`src/rtl/pakin_mux.sv`:
```
// pakin_mux: per-channel packet assembly into messages, arbitrated into a FIFO and sent over a two-phase handshake.
// Latency: last packet -> FIFO 1 cycle -> snd0_req 1 cycle; a full FIFO stalls slots and rcv_ack. PAKIN_MUX_RR_EN selects round-robin.
module pakin_mux #(
  parameter int PSZ     = 8,
  parameter int TOT_PKS = 4,
  parameter int NCH     = 2,
  parameter int FSZ     = 4,
  localparam int MSZ    = PSZ * TOT_PKS,
  localparam int CW     = (NCH > 1) ? $clog2(NCH) : 1
) (
  input  logic               i_clk,
  input  logic               reset,
  output logic               ready,
  input  logic [NCH-1:0]     rcv_req,
  output logic [NCH-1:0]     rcv_ack,
  input  logic [NCH*PSZ-1:0] rcv_pak,
  output logic               snd0_req,
  input  logic               snd0_ack,
  output logic [MSZ-1:0]     snd0_msg,
  output logic [CW-1:0]      snd0_chn
);

  localparam int CNTW = (TOT_PKS > 1) ? $clog2(TOT_PKS) : 1;
  localparam int AW   = $clog2(FSZ);
  localparam int EW   = MSZ + CW;

  logic [CNTW-1:0] cnt [NCH];
  logic [MSZ-1:0]  slot_dat [NCH];
  logic [NCH-1:0]  slot_full;
  logic [NCH-1:0]  acc;
  logic [EW-1:0]   mem [FSZ];
  logic [AW:0]     wptr, rptr;
  logic            fifo_full, fifo_empty;
  logic            push, pop;
  logic            gnt_vld;
  logic [CW-1:0]   gnt_idx;

  assign fifo_empty = (wptr == rptr);
  assign fifo_full  = (wptr[AW] != rptr[AW]) && (wptr[AW-1:0] == rptr[AW-1:0]);
  assign pop        = (snd0_req == snd0_ack) && !fifo_empty;
  // A pop in the same cycle frees an entry, so a full FIFO can still take a push.
  assign push       = gnt_vld && (!fifo_full || pop);
  assign acc        = {NCH{ready}} & (rcv_req ^ rcv_ack) & ~slot_full;

`ifdef PAKIN_MUX_RR_EN
  logic [CW-1:0] last_gnt;

  always_comb begin
    int c;
    gnt_vld = 1'b0;
    gnt_idx = '0;
    c       = 0;
    for (int i = 0; i < NCH; i++) begin
      c = int'(last_gnt) + 1 + i;
      if (c >= NCH) c = c - NCH;
      if (!gnt_vld && slot_full[c]) begin
        gnt_vld = 1'b1;
        gnt_idx = CW'(c);
      end
    end
  end

  // Reset to the top channel so the first search starts at channel 0.
  always_ff @(posedge i_clk) begin
    if (reset)     last_gnt <= CW'(NCH - 1);
    else if (push) last_gnt <= gnt_idx;
  end
`else
  always_comb begin
    gnt_vld = 1'b0;
    gnt_idx = '0;
    for (int i = NCH - 1; i >= 0; i--) begin
      if (slot_full[i]) begin
        gnt_vld = 1'b1;
        gnt_idx = CW'(i);
      end
    end
  end
`endif

  always_ff @(posedge i_clk) begin
    if (reset) begin
      ready     <= 1'b0;
      rcv_ack   <= '0;
      slot_full <= '0;
      wptr      <= '0;
      rptr      <= '0;
      snd0_req  <= 1'b0;
      snd0_msg  <= '0;
      snd0_chn  <= '0;
      for (int k = 0; k < NCH; k++) cnt[k] <= '0;
    end else begin
      ready <= 1'b1;
      for (int k = 0; k < NCH; k++) begin
        if (acc[k]) begin
          rcv_ack[k] <= ~rcv_ack[k];
          if (cnt[k] == CNTW'(TOT_PKS - 1)) begin
            cnt[k]       <= '0;
            slot_full[k] <= 1'b1;
          end else begin
            cnt[k] <= cnt[k] + 1'b1;
          end
        end
      end
      // A granted slot is full, so it cannot be accepting in the same cycle.
      if (push) begin
        slot_full[gnt_idx] <= 1'b0;
        wptr               <= wptr + 1'b1;
      end
      if (pop) begin
        {snd0_msg, snd0_chn} <= mem[rptr[AW-1:0]];
        rptr                 <= rptr + 1'b1;
        snd0_req             <= ~snd0_req;
      end
    end
  end

  always_ff @(posedge i_clk) begin
    for (int k = 0; k < NCH; k++) begin
      if (acc[k]) slot_dat[k][cnt[k]*PSZ +: PSZ] <= rcv_pak[k*PSZ +: PSZ];
    end
    if (push) mem[wptr[AW-1:0]] <= {slot_dat[gnt_idx], gnt_idx};
  end

endmodule

```
`config.mk`:
```
export PLATFORM = sky130hd
export DESIGN_NAME = pakin_mux
export DESIGN_NICKNAME = d
export VERILOG_FILES = /design/src/rtl/pakin_mux.sv
export SDC_FILE = /design/constraint.sdc
export NUM_CORES = 1
export LEC_CHECK = 0
export BUFFER_PORTS_ARGS = -buffer_cell sky130_fd_sc_hd__clkbuf_2
export CAP_MARGIN = 20
export CORE_ASPECT_RATIO = 0.75
export CORE_UTILIZATION = 60
export DETAILED_ROUTE_END_ITERATION = 10
export PLACE_DENSITY = 0.8
export SETUP_SLACK_MARGIN = 0.4
export SLEW_MARGIN = 20
export SYNTH_ARGS = -nofsm -noshare
export SYNTH_HDL_FRONTEND = slang
export SYNTH_SLANG_ARGS = --single-unit
```
`constraint.sdc`:
```
create_clock -name i_clk -period 3.68 [get_ports i_clk]
set_input_delay 0.184 -clock i_clk [delete_from_list [all_inputs] [get_ports i_clk]]
set_output_delay 0.184 -clock i_clk [all_outputs]
set_load 0.1 [all_outputs]
```
# Word level (Yosys, flattened, before mapping)
# Memories as Yosys holds them, arrays and structs flattened. A register that Yosys moved wholly into a read port is not among the register bits.
# Cells that the tools add are included.
# op_classes
reduce_logical	7
bitwise	13
eq_ne	6
add_sub_neg	6
n_shift	4
muxes	41
order_cmp	2
# ops
operator	count
5-bit negation with 34-bit output	2
8-bit by 34-bit variable shift with 32-bit output, first input constant	2
8-bit by 34-bit variable part select with 32-bit output	2
32-bit 2-to-1 mux	2
1-bit 2-to-1 mux	33
2-bit 2-to-1 mux	5
3-bit by 1-bit adder with 3-bit output, second input constant	2
2-bit bitwise AND	3
2-bit by 1-bit adder with 2-bit output, second input constant	2
2-bit == test, second input constant	2
1-bit logical AND	4
2-bit NOT	2
1-bit bitwise OR	4
3-bit == test	1
1-bit NOT	3
2-bit == test	1
1-bit logical NOT	2
1-bit by 2-bit < comparator with 1-bit output, second input constant	1
2-bit XOR	1
1-bit demux with 1-bit select	1
1-bit == test	1
1-bit greater-or-equal comparator, second input constant	1
1-bit logical OR	1
1-bit inequality test	1
# word_totals
regBits	12
ramBits	200
mem_count	3
# mem_list
memory	words	width	rd	rd_clocked_by_memory_dff	wr	line	source
mem	4	33	1	1	1	31	logic [EW-1:0] mem [FSZ];
slot_dat	2	32	1	0	2	28	logic [MSZ-1:0] slot_dat [NCH];
cnt	2	2	2	0	2	27	logic [CNTW-1:0] cnt [NCH];

# Depth between registers and ports, before layout
# Gate-level depths: netlist of the first run.
# depth
word_depth	9
mapped_depth	7

# Worst setup path before layout of the first run
# Ideal clock, no wire load.
# synth_timing
kind	register to register
from	register snd0_req
to	memory mem[3][0] (netlist name) (enable)
path_stages_with_launch	3
period_less_slack_ps	3686
n_path_buf	0
path_slack_ps	-6
arrival_time_ps	3241
path_cell_list	dfxtp_1 > xor2_1 > a41oi_1
# synth_between
elab_chain_cells	6
# synth_lines
item	line	source
from (decl)	17	output logic snd0_req,
from (signal assigned)	113	snd0_req <= ~snd0_req;
1-bit == test	40	assign pop = (snd0_req == snd0_ack) && !fifo_empty;
1-bit logical AND	40	
1-bit logical OR	42	assign push = gnt_vld && (!fifo_full || pop);
1-bit logical AND	42	
1-bit 2-to-1 mux	122	if (push) mem[wptr[AW-1:0]] <= {slot_dat[gnt_idx], gnt_idx};
1-bit 2-to-1 mux (not written as such)	122	
to (decl)	31	
# No other way between the ends.

# Worst setup path in the final report of the first run
# layout_timing
from	register wptr[0]
to	memory mem[0][9] (netlist name) (enable)
# layout_between
elab_chain_cells	7
word_cells_on_any_way	10
cone_classes	2 x eq/ne; 2 x mux; 6 x reduce/logical
# layout_lines
item	line	source
from (decl)	32	logic [AW:0] wptr, rptr;
from (signal assigned)	108	wptr <= wptr + 1'b1;
3-bit == test / 2-bit == test (equally long branches)	38, 39	
1-bit logical NOT / 1-bit logical AND (equally long branches)	40, 39	
1-bit logical AND / 1-bit logical NOT (equally long branches)	40, 42	
1-bit logical OR	42	
1-bit logical AND	42	
1-bit 2-to-1 mux	122	
1-bit 2-to-1 mux (not written as such)	122	
# Parallel ways exist; a longest one is shown, timed or not.

==> reports/metrics.yaml, run 1 <==
outcome:
  status: "complete, no violations"
timing:
  worstMarginPinSlew_ps: 1080
  fin_skew_ps: 18.6
  maxSlewHeadroom: 0.278
  fin_crit_ps: 2220
  hold_viol: 0
  tns_ps: 0
  drv_slew: 0
  setup_viol_count_final: 0
  max_freq_ghz: 0.450
  post-route-period-util: 0.604
  rsz0062_at_grt: "false"
critical_path:
  worstPathMaxFanout: 33
  r2r_cells: 4
  critPathLaunch: "wptr[0]"
  reg2reg_from: "wptr[0]"
  cp-end-kind: "register"
  crit_type: "reg -> reg"
  cp_data_arrival_time_ps: 2350
  crit_required_ps: 3810
  startpoint_type: "register"
floorplan:
  num_io_pins: 58
  fp.dieW_um: 148
  die_area_um2: 16600
  rows: 39
  core_um2: 15500
  dieHeight_um: 112
  initial_core_util: 0.624
power_and_ir_drop:
  vdd_drop_max_uv: 419
  power_density_nw_per_um2: 540
  p_leak_nw: 3.87
  finalPower_w: 0.00592
logic_synthesis:
  synth_edf_count: 200
  syn_nets: 707
  ys_ff_latch: 245
  syn_area_um2: 9660
  yosysWarnings: 0
  synth_common_cells: "edfxtp_1 (200), nand2_1 (168), and2_1 (47), dfxtp_1 (45)"
  synth_ff_type: "edfxtp_1"
  ys_seq_area_frac: 0.715
  yosysTopAreaCell: "edfxtp_1"
  yosys-top-cells-area: "edfxtp_1 (62%), dfxtp_1 (9.3%), mux4_2 (7.7%)"
  yosysMostFrequentCell: "edfxtp_1"
  async_flop_share: 0
  synthCells: 669
  synth.avg_cell_area_um2: 14.4
  synth_top_area_frac: 0.622
  synth_cell_types: 36
grt:
  grt_pass1_vias: 5460
  grt_antenna_before_repair: 0
  busiest_layer: "met2"
  groute.layer.met1.usage: 0.341
  grtUsageMet3: 0.0398
  grt.total_usage: 0.240
  grt-ovfl-total: 0
  grt_pass1_wl_mm: 29.6
  met2_usage: 0.380
  grt_max_degree: 50
clock_tree:
  cts_resized: 0
  postCtsSetupRepairBufs: 0
  insertion_delay_ps: 510
  htree_levels: 1
  cts_buffer_depth: 3
  cts_sinks: 245
  cts.clk_slew.worst_paths_ps: 60
  hold_buffers: 9
  cts_buffers: 23
  cts_tree: "yes"
  cts-root-buf: "clkbuf_16"
placement:
  place_area_um2: 10200
  dpl.hpwl_mm: 12.0
  gp_congestion: 0.846
  dpl.cell_count: 913
  numPortBuffers: 57
drt:
  drt-pass1-iter-count: 5
  drtIter0Drc: 525
  wl_per_cell_um: 19.6
  viasPerCell: 5.65
  vias: 5450
  drc: 0
  postRouteAntennaNets: 0
  drt-total-wl_mm: 18.9
job:
  cap_violations: 0
min_path:
  hold_path_startpoint: "rcv_pak[0]"
  min_path_cells: 2
  worstHoldPathType: "in -> reg"
final_layout:
  nNetsFinal: 780
  final_util: 0.708
  drive_gt1_frac: 0.183
  area_growth_pct: 13.5
  fin_cells: 964
  post-route-cell-area_um2: 11000
[registers in the layout (all words and copies together), names as in the netlist]
register and cells:
mem 132, wptr 3, ready 1, cnt 4
rcv_ack 2, snd0_req 1, slot_full 2, slot_dat 64
snd0_msg 32, rptr 3, snd0_chn 1
[logic make-up after synthesis]
family          after synthesis  synth area share
simple gates                280             0.130
buf+inv                      37            0.0181
mux                          35            0.0790
fa+ha+maj                    17            0.0220
xor+xnor                     11           0.00998
flops                       245             0.715
compound gates               44            0.0254
[per-layer routing]
metal,vias up,part of all wire
met5,-,0
met4,0,0.027
met3,42,0.075
met2,231,0.47
met1,2647,0.43
li1,2530,-
[metrics by stage]
step,hold WS [ps],setup WS [ps]
3_5_place_dp,399,1450
5_1_grt,39.3,1330
6_report,22.5,1460
4_1_cts,7.77,1430
3_3_place_gp,396,1620
2_1_floorplan,280,695
[power breakdown]
part | leakage, nW | switching [W] | internal [W]
Sequential | 2.17 | 0.0000316 | 0.00307
Combinational | 1.35 | 0.000412 | 0.000150
Clock | 0.350 | 0.000972 | 0.00128
[final timing paths]
| kind | end | slack [ps] |
|---|---|---|
| min reg2reg | snd0_msg[5] | 450 |
| max reg2reg | mem[0][9] | 1460 |
| min | slot_dat[0][0] | 20 |
| max | mem[0][9] | 1460 |
[worst max-delay path, cell delays in order, from the launching register on]
cell and delay (ps):
dfxtp_1 440, xnor2_1 240, a41oi_1 520, and2_1 200
buf_4 450
[layout by cell type (no fill, tap or decap), types with 5 or more instances in the layout]
cell type	instances
nor2_1	35
nand2b_1	10
ha_1	17
xnor2_1	8
buf_4	10
clkbuf_16	23
edfxtp_1	200
dfxtp_1	44
clkbuf_1	5
clkbuf_2	57
mux4_2	33
a21oi_1	35
nand2_1	168
and3_1	7
and2_1	47
dlygate4sd3_1	9
inv_1	8
[final cells by class]
cell class	count	area (um^2)
well taps	205	256
inverters	9	33.8
diodes	1	2.50
flip-flops and latches	245	6910
clock inverters	10	77.6
repair buffers	76	450
clock buffers	31	636
multi-input cells	387	2590
fillers	1008	4510
Power figures use the tool's default switching activity.
==> inputs of run 2 (changes only) <==
--- a/config.mk
+++ b/config.mk
@@ -8,9 +8,9 @@
 export BUFFER_PORTS_ARGS = -buffer_cell sky130_fd_sc_hd__clkbuf_2
 export CAP_MARGIN = 20
 export CORE_ASPECT_RATIO = 0.75
-export CORE_UTILIZATION = 60
+export CORE_UTILIZATION = 54
 export DETAILED_ROUTE_END_ITERATION = 10
-export PLACE_DENSITY = 0.8
+export PLACE_DENSITY = 0.76
 export SETUP_SLACK_MARGIN = 0.4
 export SLEW_MARGIN = 20
 export SYNTH_ARGS = -nofsm -noshare
==> constraint.sdc (replaced) <==
create_clock -name i_clk -period 1.95 [get_ports i_clk]
set_input_delay 0.0975 -clock i_clk [delete_from_list [all_inputs] [get_ports i_clk]]
set_output_delay 0.0975 -clock i_clk [all_outputs]
set_load 0.1 [all_outputs]
==> run 2 against run 1 <==
Via count grew 6.7%. Flip-flop and latch count unchanged. Clock power grew 110%. Cell count rose by 8.5%. Global-route usage is 0.28 points lower. Core utilization down 0.25 points. Worst setup slack got worse by 1100 ps. Critical endpoint is now mem[2][12]. Total power up 100%. Sequential power increased by 89%. Register-to-register slack worse by 1100 ps. Largest cell class unchanged. Highest routed layer unchanged.
==> reports/metrics.yaml, run 2 (synthesized netlist as in run 1, its figures left out) <==
critical_path:
  crit_type: "reg -> reg"  # unchanged
  crit_chain: "xor2_4 -> a41oi_4 -> and2_4 -> clkbuf_16"  # was xnor2_1 -> a41oi_1 -> and2_1 -> buf_4
  crit_required_ps: 2200  # was 3810 ps
  cp-end-kind: "register"  # unchanged
  cpMaxStageDelayCell: "dfxtp_4"  # was a41oi_1
  slowest_delay_ps: 370  # was 520 ps
  worstPathMaxFanout: 8  # was 33
  cp_data_arrival_time_ps: 1880  # was 2350 ps
  startpoint_type: "register"  # unchanged
timing:
  max_freq_ghz: 0.614  # was 0.450 GHz
  rsz0062_at_grt: "true"  # was false
  maxSlewHeadroom: 0.595  # was 0.278
  tns_ps: 0  # unchanged
  fin_crit_ps: 1630  # was 2220 ps
  fin_hold_ws_ps: 170  # was 22.5 ps
  fin_skew_ps: 21.2  # was 18.6 ps
  post-route-period-util: 0.836  # was 0.604
  drv_slew: 0  # unchanged
  hold_viol: 0  # unchanged
  worstMarginPinSlew_ps: 607  # was 1080 ps
  setup_viol_count_final: 0  # unchanged
clock_tree:
  cts_tree: "yes"  # unchanged
  cts.clk_slew.worst_paths_ps: 60  # about the same
  cts-root-buf: "clkbuf_16"  # unchanged
  insertion_delay_ps: 530  # was 510 ps
  cts_buffer_depth: 3  # unchanged
  htree_levels: 1  # unchanged
  cts_buffers: 24  # was 23
  cts_sinks: 245  # unchanged
final_layout:
  area_growth_pct: 25.2  # was 13.5%
  largest_register_ffs: 132  # unchanged
  nFillCells: 1125  # was 1,008
  nNetsFinal: 830  # was 780
  layout_common_cells: "edfxtp_1 (200), nand2_1 (166), clkbuf_2 (56), and2_1 (40)"  # was edfxtp_1 (200), nand2_1 (168), clkbuf_2 (57), and2_1 (47), dfxtp_1 (44)
  n_antenna_cell: 0  # was 1
  mostFrequentLayoutCell: "edfxtp_1"  # unchanged
  final_util: 0.706  # was 0.708
  drive_gt1_frac: 0.283  # was 0.183
  fin_cells: 1046  # was 964
drt:
  drc: 0  # unchanged
  drtIter0Drc: 484  # was 525
  vias: 5817  # was 5,450
  wl_per_cell_um: 21.0  # was 19.6 um
  drt-pass1-iter-count: 5  # unchanged
  postRouteAntennaNets: 0  # unchanged
  viasPerCell: 5.56  # was 5.65
  drt-total-wl_mm: 21.9  # was 18.9 mm
grt:
  grt-ovfl-total: 0  # unchanged
  grt_pass1_wl_mm: 32.5  # was 29.6 mm
  grt_antenna_before_repair: 0  # unchanged
  grt.total_usage: 0.237  # was 0.240
  grt_max_degree: 37  # was 50
  grt_pass1_vias: 5790  # was 5,460
floorplan:
  core_um2: 17100  # was 15,500 um^2
  rows: 41  # was 39
  initial_core_util: 0.564  # was 0.624
  die_area_um2: 18400  # was 16,600 um^2
  fp.dieW_um: 156  # was 148 um
  dieHeight_um: 118  # was 112 um
  num_io_pins: 58  # unchanged
min_path:
  worstHoldPathType: "in -> reg"  # unchanged
placement:
  dpl.hpwl_mm: 13.2  # was 12.0 mm
  dpl.cell_count: 957  # was 913
  numPortBuffers: 57  # unchanged
  gp_congestion: 0.860  # was 0.846
outcome:
  status: "complete, no violations"  # unchanged
power_and_ir_drop:
  power_density_nw_per_um2: 990  # was 540 nW/um^2
  p_leak_nw: 4.32  # was 3.87 nW
  finalPower_w: 0.0120  # was 0.00592 W
  vdd_drop_max_uv: 664  # was 419 uV
job:
  cap_violations: 0  # unchanged
## run 2: changes by cell type in the layout (fill, tap and decap cells not counted), moves of 5 or more
cell / previous run / this run
dlygate4sd3_1: 9 / 18
dfxtp_4: 0 / 9
nor3b_4: 0 / 5
and2_1: 47 / 40
buf_12: 0 / 10
and2_4: 0 / 7
buf_6: 0 / 11
clkbuf_16: 23 / 32
dfxtp_1: 44 / 34
buf_4: 10 / 21
## run 2: metrics by stage
step                      setup WS, ps  area, um^2
after detailed placement           195       10500
after CTS                          376       11700
after global routing               293       12100
final                              320       12100
after global placement             302       10500
after floorplan                   65.1        9780
## run 2: final timing paths
check	depth (start not counted)	slack, ps	from	endpoint
worst min register to register	2	450	snd0_msg[12]	snd0_msg[12]
worst max register to register	4	320	wptr[2]	mem[2][12]
worst max-delay path	4	320	wptr[2]	mem[2][12]
worst min-delay path	2	170	reset	slot_full[0]
## run 2: area by class of cell
| class | instances | area [um^2] | area share |
|---|---|---|---|
| Sequential cell | 245 | 6940 | 0.574 |
| Clock buffer | 32 | 682 | 0.0564 |
| Inverter | 9 | 33.8 | 0.00279 |
| Clock inverter | 12 | 149 | 0.0123 |
| Timing Repair Buffer | 125 | 1150 | 0.0951 |
| Tap cell | 236 | 295 | 0.0244 |
| Multi-Input combinational cell | 387 | 2840 | 0.235 |
## run 2: routing by layer
layer | GRT usage | vias up | part of all wire
li1 | - | 2642 | -
met1 | 0.335 | 2925 | 0.43
met2 | 0.390 | 214 | 0.49
met3 | 0.0346 | 36 | 0.057
met4 | 0.0607 | 0 | 0.023
met5 | 0 | - | 0
## run 2: power breakdown
part,internal [W],switching (W)
sequential,0.00579,0.0000634
combinational,0.000437,0.000855
clock,0.00286,0.00196
total,0.00909,0.00288
## run 2: critical path: cells and delay by family, from the launching register on
kind,cells,cell delay (ps)
simple gates,1,300
flops,1,370
buf+inv,1,200
xor+xnor,1,200
compound gates,1,280
## run 2: timing repair
item                                   in CTS  in global routing
endpoints found under the hold margin      39                  0
setup endpoints to repair                 162                272
pin swaps                                   5                 10
gates resized for setup                    22                 35
hold buffers                               18                  0
gates cloned                                1                  8
buffers inserted                           12                  6
==> inputs of run 3 (changes only) <==
==> constraint.sdc (replaced) <==
create_clock -name i_clk -period 1.4 [get_ports i_clk]
set_input_delay 0.07 -clock i_clk [delete_from_list [all_inputs] [get_ports i_clk]]
set_output_delay 0.07 -clock i_clk [all_outputs]
set_load 0.1 [all_outputs]
==> run 3 against run 2 <==
The run now ends with setup timing left. Fmax fell by 2.7%. Sequential share of layout area fell by 10 points. Die area did not move. Clock-buffer cell count fell by 1. First-iteration DRC count rose by 61%. Clock power rose by 27%. Largest cell class unchanged. Non-clock buffer count rose by 73. Total power rose by 45%. Worst setup slack got worse by 600 ps.
==> reports/metrics.yaml, run 3 (synthesized netlist as in run 1, its figures left out) <==
outcome:
  status: "finished with violations"  # was complete, no violations
  violations: "setup timing"
timing:
  rsz0062_at_grt: "true"  # unchanged
  fin_hold_ws_ps: 187  # was 170 ps
  setup_viol_count_final: 282  # was 0
  max_freq_ghz: 0.597  # was 0.614 GHz
  fin_crit_ps: 1680  # was 1630 ps
  tns_ps: -33780  # was 0 ps
  fin_skew_ps: 20.8  # was 21.2 ps
  setup_ws_ps: -276  # was 320 ps
  worstMarginPinSlew_ps: 337  # was 607 ps
  drv_slew: 0  # unchanged
  post-route-period-util: 1.20  # was 0.836
  maxSlewHeadroom: 0.775  # was 0.595
  hold_viol: 0  # unchanged
clock_tree:
  cts_tree: "yes"  # unchanged
  cts.clk_slew.worst_paths_ps: 60  # about the same
  cts_buffer_depth: 3  # unchanged
  cts_sinks: 245  # unchanged
  cts-root-buf: "clkbuf_16"  # unchanged
  insertion_delay_ps: 530  # about the same
  cts_buffers: 23  # was 24
  htree_levels: 1  # unchanged
grt:
  grt.total_usage: 0.282  # was 0.237
  grt_antenna_before_repair: 0  # unchanged
  grt_pass1_vias: 6470  # was 5,790
  grt_pass1_wl_mm: 38.2  # was 32.5 mm
  grt_max_degree: 41  # was 37
  grt-ovfl-total: 0  # unchanged
final_layout:
  layout_common_cells: "edfxtp_1 (200), nand2_1 (70), clkbuf_16 (56), nand2_4 (49), buf_4 (49)"  # was edfxtp_1 (200), nand2_1 (166), clkbuf_2 (56), and2_1 (40)
  mostFrequentLayoutCell: "edfxtp_1"  # unchanged
  final_util: 0.863  # was 0.706
  drive_gt1_frac: 0.575  # was 0.283
  area_growth_pct: 53.1  # was 25.2%
  n_antenna_cell: 0  # unchanged
  multiInputGateArea_um2: 3920  # was 2840 um^2
  nNetsFinal: 906  # was 830
  largest_register_ffs: 132  # unchanged
  seqCellArea_um2: 6980  # was 6940 um^2
  nFillCells: 655  # was 1,125
drt:
  drt-pass1-iter-count: 5  # unchanged
  drt-total-wl_mm: 31.7  # was 21.9 mm
  wl_per_cell_um: 28.3  # was 21.0 um
  postRouteAntennaNets: 0  # unchanged
  vias: 6785  # was 5,817
  drc: 0  # unchanged
  viasPerCell: 6.06  # was 5.56
  drtIter0Drc: 780  # was 484
power_and_ir_drop:
  p_leak_nw: 5.25  # was 4.32 nW
  finalPower_w: 0.0173  # was 0.0120 W
  vdd_drop_max_uv: 795  # was 664 uV
  power_density_nw_per_um2: 1170  # was 990 nW/um^2
critical_path:
  cp-end-kind: "register"  # unchanged
  crit_type: "reg -> reg"  # unchanged
  worst_path_most_repeated_cell: "buf_6"
  startpoint_type: "register"  # unchanged
  crit_required_ps: 1820  # was 2200 ps
  r2r_cells: 9  # was 4
  slowest_delay_ps: 350  # was 370 ps
  cp_data_arrival_time_ps: 2090  # was 1880 ps
  worstPathMaxFanout: 6  # was 8
  crit_chain: "buf_6 -> xnor2_2 -> buf_4 -> a31oi_4 -> buf_6 -> buf_6 -> buf_12 -> nand2_4 -> a21oi_2"  # was xor2_4 -> a41oi_4 -> and2_4 -> clkbuf_16
  cpMaxStageDelayCell: "dfxtp_2"  # was dfxtp_4
min_path:
  worstHoldPathType: "in -> reg"  # unchanged
  min_path_cells: 4  # was 2
floorplan:
  core_um2: 17100  # unchanged
  dieHeight_um: 118  # unchanged
  initial_core_util: 0.564  # unchanged
  num_io_pins: 58  # unchanged
  rows: 41  # unchanged
  die_area_um2: 18400  # unchanged
  fp.dieW_um: 156  # unchanged
job:
  cap_violations: 0  # unchanged
placement:
  dpl.hpwl_mm: 14.2  # was 13.2 mm
  numPortBuffers: 57  # unchanged
  gp_congestion: 0.823  # was 0.860
## run 3: cell count changes in the layout (fill, tap and decap cells not counted), moves of 24 or more
cell and change:
nand2_1 -96, nand2_4 +49, nand2_2 +40, clkbuf_2 -36, dfxtp_1 -33, dfxtp_2 +33, buf_4 +28, a21oi_1 -27
a21oi_2 +27, buf_12 +27, clkbuf_16 +24
## run 3: per-stage QoR
stage,instances,setup WS (ps),area [um^2]
4_1_cts,1087,-172,13300
3_3_place_gp,987,-164,11000
2_1_floorplan,669,-485,10000
6_report,1120,-276,14800
3_5_place_dp,987,-236,11000
5_1_grt,1120,-292,14800
## run 3: repair_timing
action / in CTS / in global routing
resized for setup: 218 / 304
buffers inserted: 30 / 23
endpoints found under the setup margin: 481 / 481
hold buffers: 19 / 0
gates cloned: 10 / 10
pin swaps: 61 / 83
endpoints found under the hold margin: 54 / 0
## run 3: path summary, 6_finish.rpt
| path | slack [ps] | startpoint | end |
|---|---|---|---|
| worst min register to register | 480 | snd0_msg[6] | snd0_msg[6] |
| worst min-delay path | 190 | rcv_req[1] | cnt[1][0] |
| worst max register to register | -280 | rptr[2] | rptr[1] |
| worst max-delay path | -280 | rptr[2] | rptr[1] |
## run 3: metal layers
layer	wire (um)	track usage	vias to the layer above
li1	-	-	2796
met1	12000	0.386	3458
met2	16300	0.478	439
met3	2200	0.0350	92
met4	1220	0.0809	0
met5	0	0	-
## run 3: layout make-up
| class | count | share of cell area |
|---|---|---|
| Multi-Input combinational cell | 388 | 0.265 |
| Sequential cell | 245 | 0.472 |
| Clock buffer | 31 | 0.0443 |
| Timing Repair Buffer | 198 | 0.189 |
| Inverter | 9 | 0.00330 |
| Timing Repair inverter | 3 | 0.00262 |
| Tap cell | 236 | 0.0200 |
| Clock inverter | 10 | 0.00338 |
## run 3: critical path, delay by kind of cell, from the launching register on
family,cells,cell delay [ps]
AO/OA/AOI/OAI,2,360
buffers and inverters,5,670
XOR/XNOR,1,130
flip-flops,1,350
AND/OR/NAND/NOR,1,60
## run 3: power by group
| group | internal, W | switching (W) | total [W] |
|---|---|---|---|
| combinational | 0.00131 | 0.00164 | 0.00295 |
| sequential | 0.00808 | 0.000165 | 0.00824 |
| clock | 0.00329 | 0.00284 | 0.00613 |
| total | 0.0127 | 0.00464 | 0.0173 |
